`src/rtl/matmul_load_ctrl.sv`:
```
// APB-programmed sequencer: loads the A then B buffers, starts a compute phase, times it out.
// Defining MATMUL_CTRL_IRQ_EN adds the registered irq pulse and the irq_pend status bit.
module matmul_load_ctrl #(
    parameter int B_LOADS      = 3,
    parameter int CALC_TIMEOUT = 64
) (
    input  logic        clk,
    input  logic        rst,
    input  logic        PSEL,
    input  logic        PENABLE,
    input  logic        PWRITE,
    input  logic [7:0]  PADDR,
    input  logic [31:0] PWDATA,
    output logic [31:0] PRDATA,
    output logic        PREADY,
    output logic        load_A_en,
    output logic        load_B_en,
    output logic        valid_input,
    input  logic        load_A_done,
    input  logic        load_B_done,
    output logic        calc_start,
    input  logic        calc_done,
    output logic        irq
);
    typedef enum logic [2:0] {
        IDLE   = 3'd0,
        LOAD_A = 3'd1,
        LOAD_B = 3'd2,
        CALC   = 3'd3,
        DONE   = 3'd4,
        ERR    = 3'd5
    } state_t;

    localparam int            BW     = $clog2(B_LOADS + 1);
    localparam logic [BW-1:0] B_LAST = BW'(B_LOADS - 1);
    localparam logic [7:0]    T_LAST = 8'(CALC_TIMEOUT - 1);

    state_t        state_q;
    logic [BW-1:0] bcnt_q;
    logic [7:0]    cyc_q;
    logic          ign_q;
    logic          calc_start_q;
    logic          irq_pend;

    logic acc, ctrl_wr, data_wr, stat_rd, start, clr, in_load, busy;
    logic [31:0] status;
    logic unused_pwdata;

    assign acc     = PSEL & PENABLE;
    assign ctrl_wr = acc & PWRITE & (PADDR == 8'h00);
    assign data_wr = acc & PWRITE & (PADDR == 8'h04);
    assign stat_rd = acc & ~PWRITE & (PADDR == 8'h08);
    assign start   = ctrl_wr & PWDATA[0];
    assign clr     = ctrl_wr & PWDATA[1];
    assign unused_pwdata = ^PWDATA[31:2];

    assign in_load = (state_q == LOAD_A) | (state_q == LOAD_B);
    assign busy    = in_load | (state_q == CALC);

`ifdef MATMUL_CTRL_IRQ_EN
    logic irq_q, irq_pend_q;
    assign irq      = irq_q;
    assign irq_pend = irq_pend_q;
`else
    assign irq      = 1'b0;
    assign irq_pend = 1'b0;
`endif

    always_ff @(posedge clk) begin
        if (!rst) begin
            state_q      <= IDLE;
            bcnt_q       <= '0;
            cyc_q        <= '0;
            ign_q        <= 1'b0;
            calc_start_q <= 1'b0;
`ifdef MATMUL_CTRL_IRQ_EN
            irq_q        <= 1'b0;
            irq_pend_q   <= 1'b0;
`endif
        end else begin
            calc_start_q <= 1'b0;
`ifdef MATMUL_CTRL_IRQ_EN
            irq_q        <= 1'b0;
`endif
            if (data_wr && !in_load) ign_q <= 1'b1;
            if (clr) begin
                state_q <= IDLE;
                bcnt_q  <= '0;
                cyc_q   <= '0;
                ign_q   <= 1'b0;
`ifdef MATMUL_CTRL_IRQ_EN
                irq_pend_q <= 1'b0;
`endif
            end else begin
                case (state_q)
                    IDLE, DONE: if (start) begin
                        state_q <= LOAD_A;
                        cyc_q   <= '0;
                        ign_q   <= 1'b0;
`ifdef MATMUL_CTRL_IRQ_EN
                        irq_pend_q <= 1'b0;
`endif
                    end
                    LOAD_A: if (load_A_done) state_q <= LOAD_B;
                    LOAD_B: if (load_B_done) begin
                        if (bcnt_q == B_LAST) begin
                            state_q      <= CALC;
                            bcnt_q       <= '0;
                            cyc_q        <= '0;
                            calc_start_q <= 1'b1;
                        end else begin
                            bcnt_q <= bcnt_q + 1'b1;
                        end
                    end
                    // calc_done outranks the timeout; the count freezes on exit either way
                    CALC: if (calc_done || cyc_q == T_LAST) begin
                        state_q <= calc_done ? DONE : ERR;
`ifdef MATMUL_CTRL_IRQ_EN
                        irq_q      <= 1'b1;
                        irq_pend_q <= 1'b1;
`endif
                    end else begin
                        cyc_q <= cyc_q + 8'd1;
                    end
                    ERR: ;
                    default: state_q <= IDLE;
                endcase
            end
        end
    end

    assign status = {16'd0, cyc_q, irq_pend, ign_q, state_q == ERR, state_q == DONE, busy, state_q};

    // combinational outputs are held low while reset is asserted
    assign PREADY      = 1'b1;
    assign PRDATA      = (rst && stat_rd) ? status : 32'd0;
    assign load_A_en   = rst & (state_q == LOAD_A);
    assign load_B_en   = rst & (state_q == LOAD_B);
    assign valid_input = rst & data_wr & in_load;
    assign calc_start  = rst & calc_start_q;
endmodule

```
`config.mk`:
```
export PLATFORM = sky130hd
export DESIGN_NAME = matmul_load_ctrl
export DESIGN_NICKNAME = d
export VERILOG_FILES = /design/src/rtl/matmul_load_ctrl.sv
export SDC_FILE = /design/constraint.sdc
export NUM_CORES = 1
export LEC_CHECK = 0
export ABC_AREA = 1
export CORE_AREA = 5 5 64 66
export DETAILED_ROUTE_END_ITERATION = 12
export DIE_AREA = 0 0 69 71
export GPL_TIMING_DRIVEN = 0
export PLACE_DENSITY = 0.83
export SETUP_SLACK_MARGIN = 0.15
export SLEW_MARGIN = 15
export SYNTH_ARGS = -nofsm -noshare
export SYNTH_HDL_FRONTEND = slang
export SYNTH_SLANG_ARGS = --single-unit
export TNS_END_PERCENT = 100
```
`constraint.sdc`:
```
create_clock -name clk -period 4.43 [get_ports clk]
set_input_delay 1.1075 -clock clk [delete_from_list [all_inputs] [get_ports clk]]
set_output_delay 1.1075 -clock clk [all_outputs]
set_load 0.05 [all_outputs]
```
Word-level counts from Yosys, hierarchy flattened. Index checks and enable logic that the tools add are counted.

Register bits after elaboration: 15. Latch bits: 0. Memory bits (writable): 0. Bits in read-only memories: 0. Input port bits: 48. Output and inout bits: 38. Word-level logic and storage cells: 73. Memories kept: 0.

$add $sub $neg: 2. Multiply operators: 0. Div/mod/pow operators: 0. Order comparisons: 0. Eq/ne operators: 15. Shifts and indexed selects: 0. Mux-type cells: 18. Bitwise operators: 20. Reduce and logical (&&, ||, !) cells: 13.

Operator list (count): 2-to-1 mux 8 bit (4); one-hot mux 8 bit (3 select lines) (1); 2-to-1 mux 16 bit (1); 2-to-1 mux 3 bit (5); one-hot mux 3 bit (5 select lines) (1); AND 1 bit (13); adder 8 x 1 -> 8 bit (second input constant) (1); equality test 8 x 3 -> 1 bit (second input constant) (1); equality test 8 x 4 -> 1 bit (second input constant) (1); equality test 8 x 6 -> 1 bit (second input constant) (1); logical NOT 8 bit (1); != test 2 bit (second input constant) (4); equality test 3 x 2 -> 1 bit (second input constant) (2); equality test 3 bit (second input constant) (2); AND reduction 6 bit (1); 2-to-1 mux 1 bit (5); NOT 1 bit (5); AND reduction 5 bit (1); != test 2 x 1 -> 1 bit (second input constant) (2); OR reduction 2 bit (2); OR reduction 4 bit (1); equality test 3 x 1 -> 1 bit (second input constant) (1); logical NOT 3 bit (1); nonzero test 3 bit (1); other kinds (8) (10).

Longest topological paths before layout. Gate-level depths: netlist (run 1).

Depth in word-level cells: 7. Mapped depth: 10. Mapped depth without buffers: 10.

Least setup slack after synthesis (run 1). No wires, ideal clock.

Kind: input port to output port. Start point: input port PWRITE. End point: output port PRDATA[4]. Arrival time: 2.650 ns. Required time: 3.323 ns. Slack: 0.673 ns. Stages on the path: 3. Buffers on the path: 0. Cells stage by stage: nor4_1 nand4_1 nor3_1.

Word-level cells in the longest chain between the ends: 5.

Ends and longest elaborated chain: start: declaration (RTL line 11) `input logic PWRITE,`; NOT 1 bit (RTL line 52) `assign stat_rd = acc & ~PWRITE & (PADDR == 8'h08);`; AND 1 bit (2 in a row) (RTL line 52); logical AND 1 bit (RTL line 136) `assign PRDATA = (rst && stat_rd) ? status : 32'd0;`; 2-to-1 mux 16 bit (RTL line 136); end: declaration (RTL line 14) `output logic [31:0] PRDATA,`.

Every way passes these cells.

Worst setup path in the final report (run 1).
Start point: input port rst. End point: output port PRDATA[5].

Word-level cells in the longest chain between the ends: 2.

Ends and longest elaborated chain: start: declaration (RTL line 8) `input logic rst,`; logical AND 1 bit (RTL line 136); 2-to-1 mux 16 bit (RTL line 136).

Every way passes these cells.

==> impl_metrics.tcl, run 1 <==
set metrics [dict create \
    synth_ff_type "dfxtp_1" \
    p_sw_frac 0.463 \
    critPathMaxFanout 6 \
    yosysUniqueCellTypes 27 \
    vias 1320 \
    slew_headroom 0.652 \
    end_kind "output pin" \
    numCtsBuffers 3 \
    period_share 0.939 \
    globalplace.congestion 0.866 \
    fin_area_sq_um 1710 \
    fin_nets 308 \
    sequentialPowerShare 0.335 \
    grt_first_pass_wirelength_microns 5370 \
    wl_per_cell_microns 9.97 \
    p_sw_uw 217 \
    async_flop_share 0 \
    hold_ws_ns 0.456 \
    ys_seq_elements 15 \
    clk_path_buf_depth 2 \
    period_needed_ns 4.16 \
    max_cap_viol_count 0 \
    grt-ovfl-total 0 \
    drv_slew 0 \
    first_pass_iters 4 \
    cts.sinks 15 \
    p_leak_uw 0.000818 \
    setup_violations 0 \
    netlist_instances 201 \
    min_from "ign_q" \
    ys.warnings.count 0 \
    totalWireLength_microns 3050 \
    core_area_sq_um 3520 \
    synth.top_cell.area_share 0.240 \
    rows 22 \
    drive_gt1_frac 0.213 \
    die_h_microns 71 \
    combPwrFrac 0.499 \
    crit_arrival_ns 3.05 \
    startpoint_type "primary input" \
    status "finished clean" \
    yosysMostFrequentCell "nor2_1" \
    finClkSkew_ns 0.00350 \
    path_class "primary input to output pin" \
    startpoint "rst" \
    io_buffers 36 \
    grt_pass1_vias 1283 \
    area_growth_pct 36.7 \
    postLayoutCoreUtil 0.487 \
    p_clk_frac 0.166 \
    synthTopCellsByCount "33 x nor2_1, 32 x nand2_1, 25 x inv_1" \
    hp-class "flip-flop to flip-flop" \
    fill_cells 405 \
    path_clk_slew_ns 0.09 \
    ys_seq_area_frac 0.240 \
    crit_required_ns 3.32 \
    hold_viol 0 \
    r2r-start "cyc_q[0]" \
    netlist_top_cells_area "dfxtp_1 24%, buf_4 11%, nor2_1 9.9%" \
    clock_latency_ns 0.28 \
    fmax_mhz 240 \
    rsz0062_at_grt "no" \
    ios 86 \
    cts_hold_buffers 0 \
    grt_max_degree 11 \
    p_int_uw 252 \
    avgSynthCellArea_sq_um 6.24 \
    cts_tree "yes" \
    cts.htree.levels 1 \
    ir_worst_vdd_v 0.000164 \
    die-width_microns 69 \
    placed_area_sq_um 1740 \
    dieArea_sq_um 4900 \
    remaining_drc_errors 0 \
    synth-edff-count 0 \
    dp_hpwl_microns 2560 \
    num_antenna_cells 0 \
    vias_per_cell 4.31 \
    drt_iter0_markers 40 \
    start_util 0.356 \
    worst_slew_pin_slew_ns 0.524 \
    cts-root-buf "clkbuf_4" \
    synth.largest_area_cell "dfxtp_1" \
    grt_util_all_layers 0.129 \
    p_per_area_nw_per_um2 274 \
    syn-cell-area_sq_um 1250 \
    drt.antenna.violating_nets 0 \
    antenna_found_initial 0 \
]
[path summary, 6_finish.rpt]
path	cells past startpoint	slack, ns	end
min	2	0.46	ign_q
min reg2reg	2	0.46	ign_q
max reg2reg	9	2.89	cyc_q[7]
max	6	0.27	PRDATA[5]
[registers in the layout, summed over array words and instances (netlist names)]
register / cells
bcnt_q: 2
cyc_q: 8
ign_q: 1
calc_start_q: 1
state_q: 3
[layer usage]
metal | vias up | share of wire | track usage
li1 | 705 | - | -
met1 | 577 | 0.44 | 0.150
met2 | 34 | 0.51 | 0.236
met3 | 4 | 0.047 | 0.0256
met4 | 0 | 0.0082 | 0.0434
met5 | - | 0 | 0
[worst max-delay path, cell delays in order]
cell	delay [ns]
clkdlybuf4s50_1	0.52
inv_2	0.07
nor4_1	0.24
nand4_1	0.29
nor3_1	0.23
dlygate4sd2_1	0.58
[placed cells by master, fill, tap and decap left out, drive strengths merged, types with 3 or more instances in the layout]
cell type / n
nor2: 39
nand2: 37
inv: 30
clkdlybuf4s50: 21
buf: 21
conb: 19
nand3: 17
dfxtp: 15
a21oi: 14
clkbuf: 13
o21bai: 7
dlygate4sd2: 5
nor3: 4
xor2: 3
o21ai: 3
[cell families (layout without fill, tap and decap cells)]
group | count (synthesis) | count (layout) | share of synthesized area
xor+xnor | 3 | 3 | 0.0210
fa+ha+maj | 1 | 1 | 0.00998
other cells | 2 | 19 | 0.00599
flops | 15 | 15 | 0.240
buf+inv | 53 | 93 | 0.219
compound gates | 24 | 24 | 0.113
simple gates | 103 | 103 | 0.392
[stage by stage]
| step | total power [uW] | setup TNS (ns) | std cells | setup slack [ns] |
|---|---|---|---|---|
| after floorplan | 343 | 0 | 218 | 0.673 |
| after global placement | 391 | -1.29 | 302 | -0.145 |
| after detailed placement | 393 | -1.32 | 302 | -0.146 |
| after CTS | 472 | 0 | 306 | 0.125 |
| after global routing | 510 | 0 | 306 | 0.161 |
| final | 469 | 0 | 306 | 0.271 |
[cell type report]
class | count | area (sq um) | share of cell area
inverters | 32 | 121 | 0.0708
repair buffers | 36 | 310 | 0.181
plain buffers | 21 | 153 | 0.0891
flip-flops and latches | 15 | 300 | 0.175
clock buffers | 4 | 26.3 | 0.0153
well taps | 48 | 60.1 | 0.0350
multi-input cells | 150 | 743 | 0.434
[power by group through the flow]
stage                     combinational, uW  sequential [uW]  clock (uW)
after floorplan                         185              158           0
after global placement                  231              160           0
after detailed placement                232              160           0
after CTS                               233              157        81.9
after global routing                    264              159        86.9
final                                   234              157        77.9
[timing repair]
action | in CTS | in global routing
buffers inserted | 0 | 0
gates resized for setup | 23 | 12
setup endpoints to repair | 15 | 9
cloned | 0 | 0
Note: power is estimated with default switching activity, not from simulation.
==> run 2: changes to the inputs <==
--- a/config.mk
+++ b/config.mk
@@ -11,6 +11,7 @@
 export DIE_AREA = 0 0 69 71
 export GPL_TIMING_DRIVEN = 0
 export PLACE_DENSITY = 0.83
+export RECOVER_POWER = 25
 export SETUP_SLACK_MARGIN = 0.15
 export SLEW_MARGIN = 15
 export SYNTH_ARGS = -nofsm -noshare
==> impl_metrics.tcl, run 2 (synthesized netlist as in run 1, its figures left out) <==
set metrics [dict create \
    status "finished clean" \
    max_cap_viol_count 0 \
    ir_worst_vdd_v 0.000164 \
    cts_setup_buffers 0 \
    crit_arrival_ns 3.06 \
    pre_cts_slack_ns -0.146 \
    dp_hpwl_microns 2560 \
    cts.htree.levels 1 \
    fill_cells 407 \
    fin_cells 306 \
    finClkSkew_ns 0.00158 \
    combPwrFrac 0.499 \
    regMostFlops "cyc_q" \
    crit_required_ns 3.32 \
    dieArea_sq_um 4900 \
    rsz0062_at_grt "no" \
    fmax_mhz 240 \
    end_kind "output pin" \
    globalplace.congestion 0.866 \
    critPathMaxFanout 6 \
    remaining_drc_errors 0 \
    first_pass_iters 4 \
    start_util 0.356 \
    ctsResizeCount 23 \
    ff_latch_area_sq_um 300 \
    wl_per_cell_microns 10.0 \
    path_clk_slew_ns 0.09 \
    layout_common_cells "34 x nor2_1, 32 x nand2_1, 25 x inv_1, 21 x clkdlybuf4s50_1" \
    grt_first_pass_wirelength_microns 5370 \
    drv_slew 0 \
    num_antenna_cells 0 \
    p_sw_frac 0.464 \
    slew_headroom 0.652 \
    cts_tree "yes" \
    startpoint_type "primary input" \
    startpoint "rst" \
    clock_latency_ns 0.28 \
    p_int_uw 252 \
    largestRegisters "cyc_q x8, state_q x3, bcnt_q x2" \
    r2r-start "cyc_q[0]" \
    die-width_microns 69 \
    multi_input_area_sq_um 736 \
    final_common_cell "nor2_1" \
    totalWireLength_microns 3060 \
    core_area_sq_um 3520 \
    vias_per_cell 4.27 \
    p_sw_uw 218 \
    grt_util_all_layers 0.129 \
    die_h_microns 71 \
    period_share 0.942 \
    grt_pass1_vias 1283 \
    fin_nets 308 \
    grt_max_degree 11 \
    vias 1306 \
    hp-class "flip-flop to flip-flop" \
    grt-ovfl-total 0 \
    fin_area_sq_um 1710 \
    sequentialPowerShare 0.334 \
    placed_area_sq_um 1740 \
    drive_gt1_frac 0.205 \
    hold_viol 0 \
    min_from "ign_q" \
    placedCellCount 302 \
    path_class "primary input to output pin" \
    setup_violations 0 \
    worst_slew_pin_slew_ns 0.524 \
    antenna_found_initial 0 \
    numCtsBuffers 3 \
    area_growth_pct 36.0 \
    p_per_area_nw_per_um2 275 \
    io_buffers 36 \
    cts_hold_buffers 0 \
    period_needed_ns 4.17 \
    drt_iter0_markers 32 \
    largest_reg_flops 8 \
    clk_path_buf_depth 2 \
    cts.sinks 15 \
    p_leak_uw 0.000815 \
    rows 22 \
    cts-root-buf "clkbuf_4" \
    drt.antenna.violating_nets 0 \
    fin_ws_ns 0.258 \
    ios 86 \
    p_clk_frac 0.167 \
]
run 2: changes by cell type in the layout (fill, tap and decap cells not counted), sizes merged:
| cell | change |
|---|---|
| buf | -1 |
| clkbuf | +1 |
run 2: worst paths after layout:
kind | to | slack, ns | cells past startpoint
worst max-delay path | PRDATA[5] | 0.26 | 6
worst min-delay path | ign_q | 0.46 | 2
worst max register to register | cyc_q[7] | 2.90 | 9
worst min register to register | ign_q | 0.46 | 2
run 2: per-layer routing:
| layer | track usage | vias up | wire length, microns |
|---|---|---|---|
| li1 | - | 704 | - |
| met1 | 0.150 | 571 | 1370 |
| met2 | 0.236 | 26 | 1530 |
| met3 | 0.0256 | 5 | 126 |
| met4 | 0.0434 | 0 | 34 |
| met5 | 0 | - | 0 |
run 2: layout make-up:
class,instances,share of cell area
Buffer,21,0.0888
Clock buffer,4,0.0154
Inverter,32,0.0712
Multi-Input combinational cell,150,0.431
Sequential cell,15,0.176
Tap cell,48,0.0352
Timing Repair Buffer,36,0.182
run 2: worst max-delay path: stages:
cell,delay [ns]
clkdlybuf4s50_1,0.52
inv_2,0.07
nor4_1,0.25
nand4_1,0.30
nor3_1,0.24
dlygate4sd2_1,0.58
run 2: power by group through the flow:
stage	Clock, uW	Combinational, uW	Sequential (uW)
finish	78.2	234	157
global route	86.9	263	159
CTS	81.9	233	157
detailed placement	0	232	160
global placement	0	231	160
floorplan	0	185	158
run 2: metrics by stage:
step | setup TNS [ns] | hold WS [ns] | power [uW] | util
after floorplan | 0 | 0.429 | 343 | -
after global placement | -1.29 | 0.438 | 391 | 0.493
after detailed placement | -1.32 | 0.446 | 393 | 0.493
after CTS | 0 | 0.459 | 472 | 0.498
after global routing | 0 | 0.486 | 509 | 0.484
final | 0 | 0.456 | 470 | 0.484
